### config.mk
export PLATFORM = sky130hd
export DESIGN_NAME = pid_pwm_out
export DESIGN_NICKNAME = d
export VERILOG_FILES = /design/src/rtl/pid_pwm_out_pkg.sv /design/src/rtl/pid_pwm_out_pwm_gen.sv /design/src/rtl/pid_pwm_out.sv
export SDC_FILE = /design/constraint.sdc
export NUM_CORES = 1
export LEC_CHECK = 0
export ABC_AREA = 1
export CAP_MARGIN = 10
export CORE_MARGIN = 2
export CORE_UTILIZATION = 55
export CTS_BUF_LIST = sky130_fd_sc_hd__clkbuf_4 sky130_fd_sc_hd__clkbuf_8 sky130_fd_sc_hd__clkbuf_16
export CTS_CLUSTER_DIAMETER = 120
export DETAILED_ROUTE_END_ITERATION = 10
export GPL_TIMING_DRIVEN = 0
export PLACE_DENSITY = 0.95
export SYNTH_ARGS = -nofsm -noshare
export SYNTH_HDL_FRONTEND = slang
export SYNTH_SLANG_ARGS = --single-unit
### constraint.sdc
create_clock -name clk -period 4 [get_ports clk]
set_clock_uncertainty 0.2 [all_clocks]
set_input_delay 0.8 -clock clk [delete_from_list [all_inputs] [get_ports clk]]
set_output_delay 0.8 -clock clk [all_outputs]
set_load 0.01 [all_outputs]
### src/rtl/pid_pwm_out_pkg.sv
`default_nettype none
// ============================================================================
// Module   : pid_pwm_out_pkg
// Purpose  : Shared widths, limits and helpers for the PID output/PWM stage.
// Revision : 1.0 - initial release
// ============================================================================
package pid_pwm_out_pkg;

    localparam int CONTRIB_W   = 6;
    localparam int SUM_W       = 8;
    localparam int PWM_W       = 6;
    localparam int U_MAX       = 31;
    localparam int U_MIN       = -32;
    localparam int DUTY_OFFSET = 32;

    typedef logic signed [CONTRIB_W-1:0] contrib_t;
    typedef logic signed [SUM_W-1:0]     sum_t;

    typedef struct packed {
        contrib_t u;
        logic     sat;
    } sat_t;

    function automatic sum_t sext(input contrib_t v);
        return {{(SUM_W-CONTRIB_W){v[CONTRIB_W-1]}}, v};
    endfunction

    function automatic sat_t saturate(input sum_t s);
        sat_t r;
        r.u   = s[CONTRIB_W-1:0];
        r.sat = 1'b0;
        if (s > sum_t'(U_MAX)) begin
            r.u   = contrib_t'(U_MAX);
            r.sat = 1'b1;
        end else if (s < sum_t'(U_MIN)) begin
            r.u   = contrib_t'(U_MIN);
            r.sat = 1'b1;
        end
        return r;
    endfunction

    // Modulo-64 add of the offset maps -32..31 onto 0..63 (offset binary).
    function automatic logic [PWM_W-1:0] to_duty(input contrib_t u);
        logic [PWM_W-1:0] b;
        b = PWM_W'(u);
        return b + PWM_W'(DUTY_OFFSET);
    endfunction

endpackage
`default_nettype wire

### src/rtl/pid_pwm_out_pwm_gen.sv
`default_nettype none
// ============================================================================
// Module   : pwm_gen
// Purpose  : 64-cycle PWM counter with shadowed duty, compare and period pulse.
// Revision : 1.0 - initial release
// ============================================================================
module pwm_gen
    import pid_pwm_out_pkg::*;
(
    input  logic             clk,
    input  logic             rst_n,
    input  logic             ena,
    input  logic [PWM_W-1:0] duty_next,
    output logic             pwm,
    output logic             period_start
);

    localparam logic [PWM_W-1:0] c_cnt_last = '1;

    logic [PWM_W-1:0] r_cnt;
    logic [PWM_W-1:0] r_duty;
    logic             r_pwm;
    logic             r_ps;
    logic [PWM_W-1:0] w_cnt_next;
    logic [PWM_W-1:0] w_duty_next;
    logic             w_wrap;

    // The compare uses next-state values so the registered pwm matches the
    // counter value it is shown alongside, including the freshly loaded duty.
    always_comb begin
        w_wrap      = (r_cnt == c_cnt_last);
        w_cnt_next  = r_cnt + PWM_W'(1);
        w_duty_next = w_wrap ? duty_next : r_duty;
    end

    always_ff @(posedge clk or negedge rst_n) begin
        if (!rst_n) begin
            r_cnt  <= '0;
            r_duty <= '0;
            r_pwm  <= 1'b0;
            r_ps   <= 1'b0;
        end else if (ena) begin
            r_cnt  <= w_cnt_next;
            r_duty <= w_duty_next;
            r_pwm  <= (w_cnt_next < w_duty_next);
            r_ps   <= (w_cnt_next == '0);
        end
    end

    assign pwm          = r_pwm;
    // Gating by ena keeps the pulse to a single enabled cycle across stalls.
    assign period_start = r_ps & ena;

endmodule
`default_nettype wire

### src/rtl/pid_pwm_out.sv
`default_nettype none
// ============================================================================
// Module   : pid_pwm_out
// Purpose  : Sums P/I/D contributions, saturates, registers and drives a PWM.
// Revision : 1.0 - initial release
// ============================================================================
module pid_pwm_out
    import pid_pwm_out_pkg::*;
(
    input  logic                        clk,
    input  logic                        rst_n,
    input  logic                        ena,
    input  logic signed [CONTRIB_W-1:0] p_contrib,
    input  logic signed [CONTRIB_W-1:0] i_contrib,
    input  logic signed [CONTRIB_W-1:0] d_contrib,
    output logic signed [CONTRIB_W-1:0] u_out,
    output logic                        sat,
    output logic                        pwm,
    output logic                        period_start
);

    sum_t             w_sum;
    sat_t             w_sat;
    logic [PWM_W-1:0] w_duty;
    contrib_t         r_u;
    logic             r_sat;

    // Eight bits hold the full -96..93 range of three 6-bit terms.
    always_comb begin
        w_sum  = sext(p_contrib) + sext(i_contrib) + sext(d_contrib);
        w_sat  = saturate(w_sum);
        w_duty = to_duty(r_u);
    end

    always_ff @(posedge clk or negedge rst_n) begin
        if (!rst_n) begin
            r_u   <= '0;
            r_sat <= 1'b0;
        end else if (ena) begin
            r_u   <= w_sat.u;
            r_sat <= w_sat.sat;
        end
    end

    assign u_out = r_u;
    assign sat   = r_sat;

    pwm_gen u_pwm_gen (
        .clk          (clk),
        .rst_n        (rst_n),
        .ena          (ena),
        .duty_next    (w_duty),
        .pwm          (pwm),
        .period_start (period_start)
    );

endmodule
`default_nettype wire

Word level (Yosys, flattened, before mapping)
Index checks and enable logic that the tools add are counted.
{"block": "classes", "bitwise_logic": 1, "n_mux": 3, "reduce_logical": 1, "order_cmp": 3, "addsub": 4, "eq_ne": 1}
{"operator": "2-to-1 mux 7 bit", "count": 2}
{"operator": "adder 7 x 6 -> 8 bit", "count": 1}
{"operator": "> comparator 8 x 6 -> 1 bit, second input constant", "count": 1}
{"operator": "less-than comparator 8 x 6 -> 1 bit, second input constant", "count": 1}
{"operator": "adder 6 x 6 -> 7 bit", "count": 1}
{"operator": "adder 6 x 1 -> 6 bit, second input constant", "count": 1}
{"operator": "adder 6 bit, second input constant", "count": 1}
{"operator": "equality test 6 bit, second input constant", "count": 1}
{"operator": "logical NOT 6 bit", "count": 1}
{"operator": "less-than comparator 6 bit", "count": 1}
{"operator": "2-to-1 mux 6 bit", "count": 1}
{"operator": "AND 1 bit", "count": 1}
{"block": "word_totals", "out_inout_bits": 9, "inputBits": 21, "elab_cells": 19, "ff_bits": 21}

Depth between registers and ports, before layout
{"block": "logic_depth", "word_depth": 5, "ltp_mapped": 13, "ltp_nobuf": 13}

Modules after synthesis
Synthesis repeated with hierarchy kept, for this count alone.
{"block": "unflattened", "hier_cells": 189, "hier_area_um2": 1582.8}
{"mod": "pwm_gen", "n_inst": 1, "cells_per_inst": 99, "seq_area_each_um2": 350.3, "area_per_inst_um2": 835.8}
{"mod": "pid_pwm_out", "n_inst": 1, "cells_per_inst": 90, "seq_area_each_um2": 175.2, "area_per_inst_um2": 747.0}

Worst setup path before layout
Ideal clock, no wire load.
{"block": "synth_path", "kind": "in2reg", "startpoint": "input port p_contrib[1]", "endpoint": "register r_sat, in the netlist sat", "cell_stages": 11, "slack_ps": 1019, "t_arrival_ps": 2651, "path_buffers": 0, "path_cell_list": "inv_1 fa_1 inv_1 ha_1 fa_1 nand3_2 nand3_1 nand2_1 nand3_1 a21oi_2 a21oi_1"}
{"block": "synth_between", "elab_chain_cells": 5}
{"item": "start: declaration", "line_no": "pid_pwm_out.sv:13", "text": "input logic signed [CONTRIB_W-1:0] p_contrib,"}
{"item": "adder 6 x 6 -> 7 bit *", "line_no": "pid_pwm_out.sv:30", "text": "w_sum = sext(p_contrib) + sext(i_contrib) + sext(d_contrib);"}
{"item": "adder 7 x 6 -> 8 bit *", "line_no": "pid_pwm_out.sv:30"}
{"item": "less-than comparator 8 x 6 -> 1 bit", "line_no": "pid_pwm_out_pkg.sv:35", "text": "end else if (s < sum_t'(U_MIN)) begin"}
{"item": "2-to-1 mux 7 bit", "line_no": "pid_pwm_out_pkg.sv:35"}
{"item": "2-to-1 mux 7 bit *", "line_no": "pid_pwm_out_pkg.sv:32", "text": "if (s > sum_t'(U_MAX)) begin"}
{"item": "end signal: assignment", "line_no": "pid_pwm_out.sv:41", "text": "r_sat <= w_sat.sat;"}
{"item": "end: declaration", "line_no": "pid_pwm_out.sv:26", "text": "logic r_sat;"}
Every way passes the cells marked *; elsewhere a longest branch is shown, timed or not.
A chain may end at the register's enable or synchronous reset.

Worst setup path after layout
{"block": "layout_path", "startpoint": "input port p_contrib[1]", "endpoint": "register r_u[2], in the netlist u_out[2]"}
{"block": "layout_between", "elab_chain_cells": 5}
{"item": "adder 6 x 6 -> 7 bit *", "line_no": "pid_pwm_out.sv:30"}
{"item": "adder 7 x 6 -> 8 bit *", "line_no": "pid_pwm_out.sv:30"}
{"item": "less-than comparator 8 x 6 -> 1 bit", "line_no": "pid_pwm_out_pkg.sv:35"}
{"item": "2-to-1 mux 7 bit", "line_no": "pid_pwm_out_pkg.sv:35"}
{"item": "2-to-1 mux 7 bit *", "line_no": "pid_pwm_out_pkg.sv:32"}
{"item": "end signal: assignment", "line_no": "pid_pwm_out.sv:40", "text": "r_u <= w_sat.u;"}
{"item": "end: declaration", "line_no": "pid_pwm_out.sv:25", "text": "contrib_t r_u;"}
Marked as above.

==> reports/summary.md <==
### Status
- completed — run status

### Finish
- 6.98% — share of final-layout standard cells stronger than drive strength 1
- 0 — Antenna Diode Count
- nand2_1 — most common cell after layout, fill and taps aside
- nand2_1 (47), clkdlybuf4s50_1 (29), inv_1 (21), dfrtp_1 (21), nor2_1 (14) — most frequent cells in the layout
- 23.9% — synthesis-to-finish area growth
- 256 — final net count

### STA
- 0 — number of max-slew violations in the final report
- 0 — number of hold-slack violations in the final timing report
- 0 ns — setup TNS after final layout
- 0.911 ns — transition time of the tightest slew-check pin
- 84.2% — Final period util
- 0.297 GHz — FMAX
- 0 — number of setup violations in the final report
- 0.297 ns — Post-Route Hold Slack
- 39.1% — max_slew headroom
- no — unrepaired setup endpoints after global routing
- 3.37 ns — Final Critical Period

### Yosys
- 1500 um^2 — combined area of all synthesized cells
- 8.24 um^2 — per-instance average area after synthesis
- 21 — flops & latches, synth
- 182 — post-synthesis instance total
- dfrtp_1 — primary flip-flop cell chosen by synthesis mapping
- 35.0% — fraction of post-synthesis cell area in the top cell type by area
- 35.0% — sequential cell area fraction in the yosys report
- 0 — Yosys Warn Count
- 0 — number of enable flip-flop cells after synthesis
- 27 — library cells used by synthesis
- 100% — FFs w/ async S/R, synth
- dfrtp_1 — cell taking the most area after synthesis
- dfrtp_1 (35%), nand2_1 (12%), ha_1 (10%), fa_1 (9.3%), inv_1 (5.3%) — leading cell types by total area after synthesis
- 222 — synthesized net count

### Routing
- 4 — iteration count of the initial detailed-routing pass
- 3260 um — sum of routed wire length over all layers
- 0 — DRC violation count after routing
- 53 — number of DRC violations after detailed-routing iteration 0
- 1334 — total via count after detailed routing
- 5.44 — Via-to-Cell Ratio
- 0 — antenna-violating nets left
- 13.3 um — per-cell routed wire length

### Placed design
- 29 — Port Buffers
- 2700 um — half-perimeter wire length after placement
- 0.778 — gpl congestion

### Clocking
- done — CTS tree
- 2 — maximum buffer depth of the clock tree
- clkbuf_4 — CTS root buf
- 1 — H-tree Lvls
- 0 — PostCTS Resize Cnt
- 0.31 ns — Clock Latency Late Sink
- 0 — number of buffers inserted to repair setup after CTS
- 0 — cts-stage hold buffer count
- 3 — TritonCTS Buffers
- 21 — number of sinks handled by clock tree synthesis
- 0.11 ns — clock edge transition at the registers on the reported setup and hold paths

### Critical path
- 3.99 ns — WP data required
- input port to register — kind of critical path
- input port — element type at the critical path start
- 5 — worst-path maximum fanout
- register — type of element capturing the critical path
- 3.36 ns — CP arrival
- 11 — number of cells traversed by the worst register-to-register path

### Floorplanning
- 56.2 um — horizontal extent of the die
- 56.2 um — height of the chip
- 18 — std cell rows
- 30 — Boundary Pins
- 3160 um^2 — area of the die
- 2520 um^2 — Core Area
- 59.5% — initial standard-cell utilization of the core

### Global route
- 23.2% — combined global-route utilization of all metal layers
- 22 — pin count of the biggest net entering global routing
- 0 — number of antenna violations at the first check in global routing
- 1346 — number of global-route vias before repair
- 5730 um — first-pass GRT wire length
- 0 — grt ovf

### Min path
- 2 — cell count of the worst hold path
- register to register — path class of the lowest-slack min-delay path

### Power and ir drop
- 534 nW/um^2 — power density over the cells
- 0.384 mV — peak supply drop
- 0.944 nW — leakage power

### Job
- 0 — max-capacitance violation count

## through the flow
stage	power (mW)	cells	instance area (um^2)	setup WS (ns)	util (%)
floorplan	0.693	182	1500	1.02	-
global placement	0.850	241	1830	0.368	72.5
detailed placement	0.885	241	1830	0.286	72.5
CTS	0.996	245	1860	0.622	73.7
global route	1.08	245	1860	0.483	73.7
finish	0.993	245	1860	0.631	73.7
## state kept, by name, summed over array words and instances, names as in the netlist
register          cells
sat                   1
u_out                 6
u_pwm_gen.pwm         1
u_pwm_gen.r_cnt       6
u_pwm_gen.r_duty      6
u_pwm_gen.r_ps        1
## path summary, 6_finish.rpt
check / slack [ns] / startpoint / end
worst max-delay path: 0.63 / p_contrib[1] / u_out[2]
worst min-delay path: 0.30 / u_pwm_gen.r_ps / u_pwm_gen.r_ps
worst max register to register: 1.43 / u_pwm_gen.r_cnt[0] / u_pwm_gen.pwm
worst min register to register: 0.30 / u_pwm_gen.r_ps / u_pwm_gen.r_ps
max in group asynchronous: 2.25 / rst_n / u_pwm_gen.r_cnt[3]
min in group asynchronous: 0.79 / rst_n / u_out[4]
## cell families (layout without fill, tap and decap cells)
logic type      count (synthesis)  in the layout  share of synthesized area [%]
mux                             4              4                           2.67
xor+xnor                        4              4                           2.34
simple gates                   79             79                           23.0
fa+ha+maj                      19             19                           19.3
flops                          21             21                           35.0
compound gates                 29             29                           11.0
buf+inv                        26             59                           6.59
## cell type report
class                      count  area, um^2
timing repair buffer          29         290
buffer                         3        12.5
tap                           30        37.5
clock buffer                   4        30.0
multi-input combinational    135         876
fill                         163         664
sequential                    21         526
inverter                      23        86.3
## routing by layer
layer | wire length (um) | global-route usage (%) | vias to the layer above
met5 | 0 | 0 | -
met4 | 74 | 7.82 | 0
met3 | 114 | 3.72 | 9
met2 | 1690 | 41.5 | 37
met1 | 1380 | 28.0 | 634
li1 | - | - | 654
## cells in the mapped netlist, types with 3 or more instances
| cell | count |
|---|---|
| o21ai_0 | 11 |
| nand3_1 | 7 |
| inv_1 | 21 |
| nand2_2 | 3 |
| nand2_1 | 47 |
| ha_1 | 12 |
| dfrtp_1 | 21 |
| a21oi_1 | 11 |
| fa_1 | 7 |
| o21ai_1 | 3 |
| nor2_1 | 14 |
| mux2i_1 | 4 |
| nand4_1 | 3 |
## critical path: stages
cell             delay [ns]
clkdlybuf4s50_1        0.46
inv_1                  0.06
fa_1                   0.52
inv_1                  0.05
ha_1                   0.23
fa_1                   0.42
nand3_2                0.12
nand3_1                0.08
nand2_1                0.09
nand3_1                0.12
a21oi_2                0.28
a21oi_1                0.11
## power breakdown
part           internal [mW]  total (mW)  switching [mW]
sequential             0.288       0.353          0.0643
clock                 0.0457       0.108          0.0624
combinational          0.239       0.532           0.294
No activity file was read; power rests on OpenSTA's default activity.
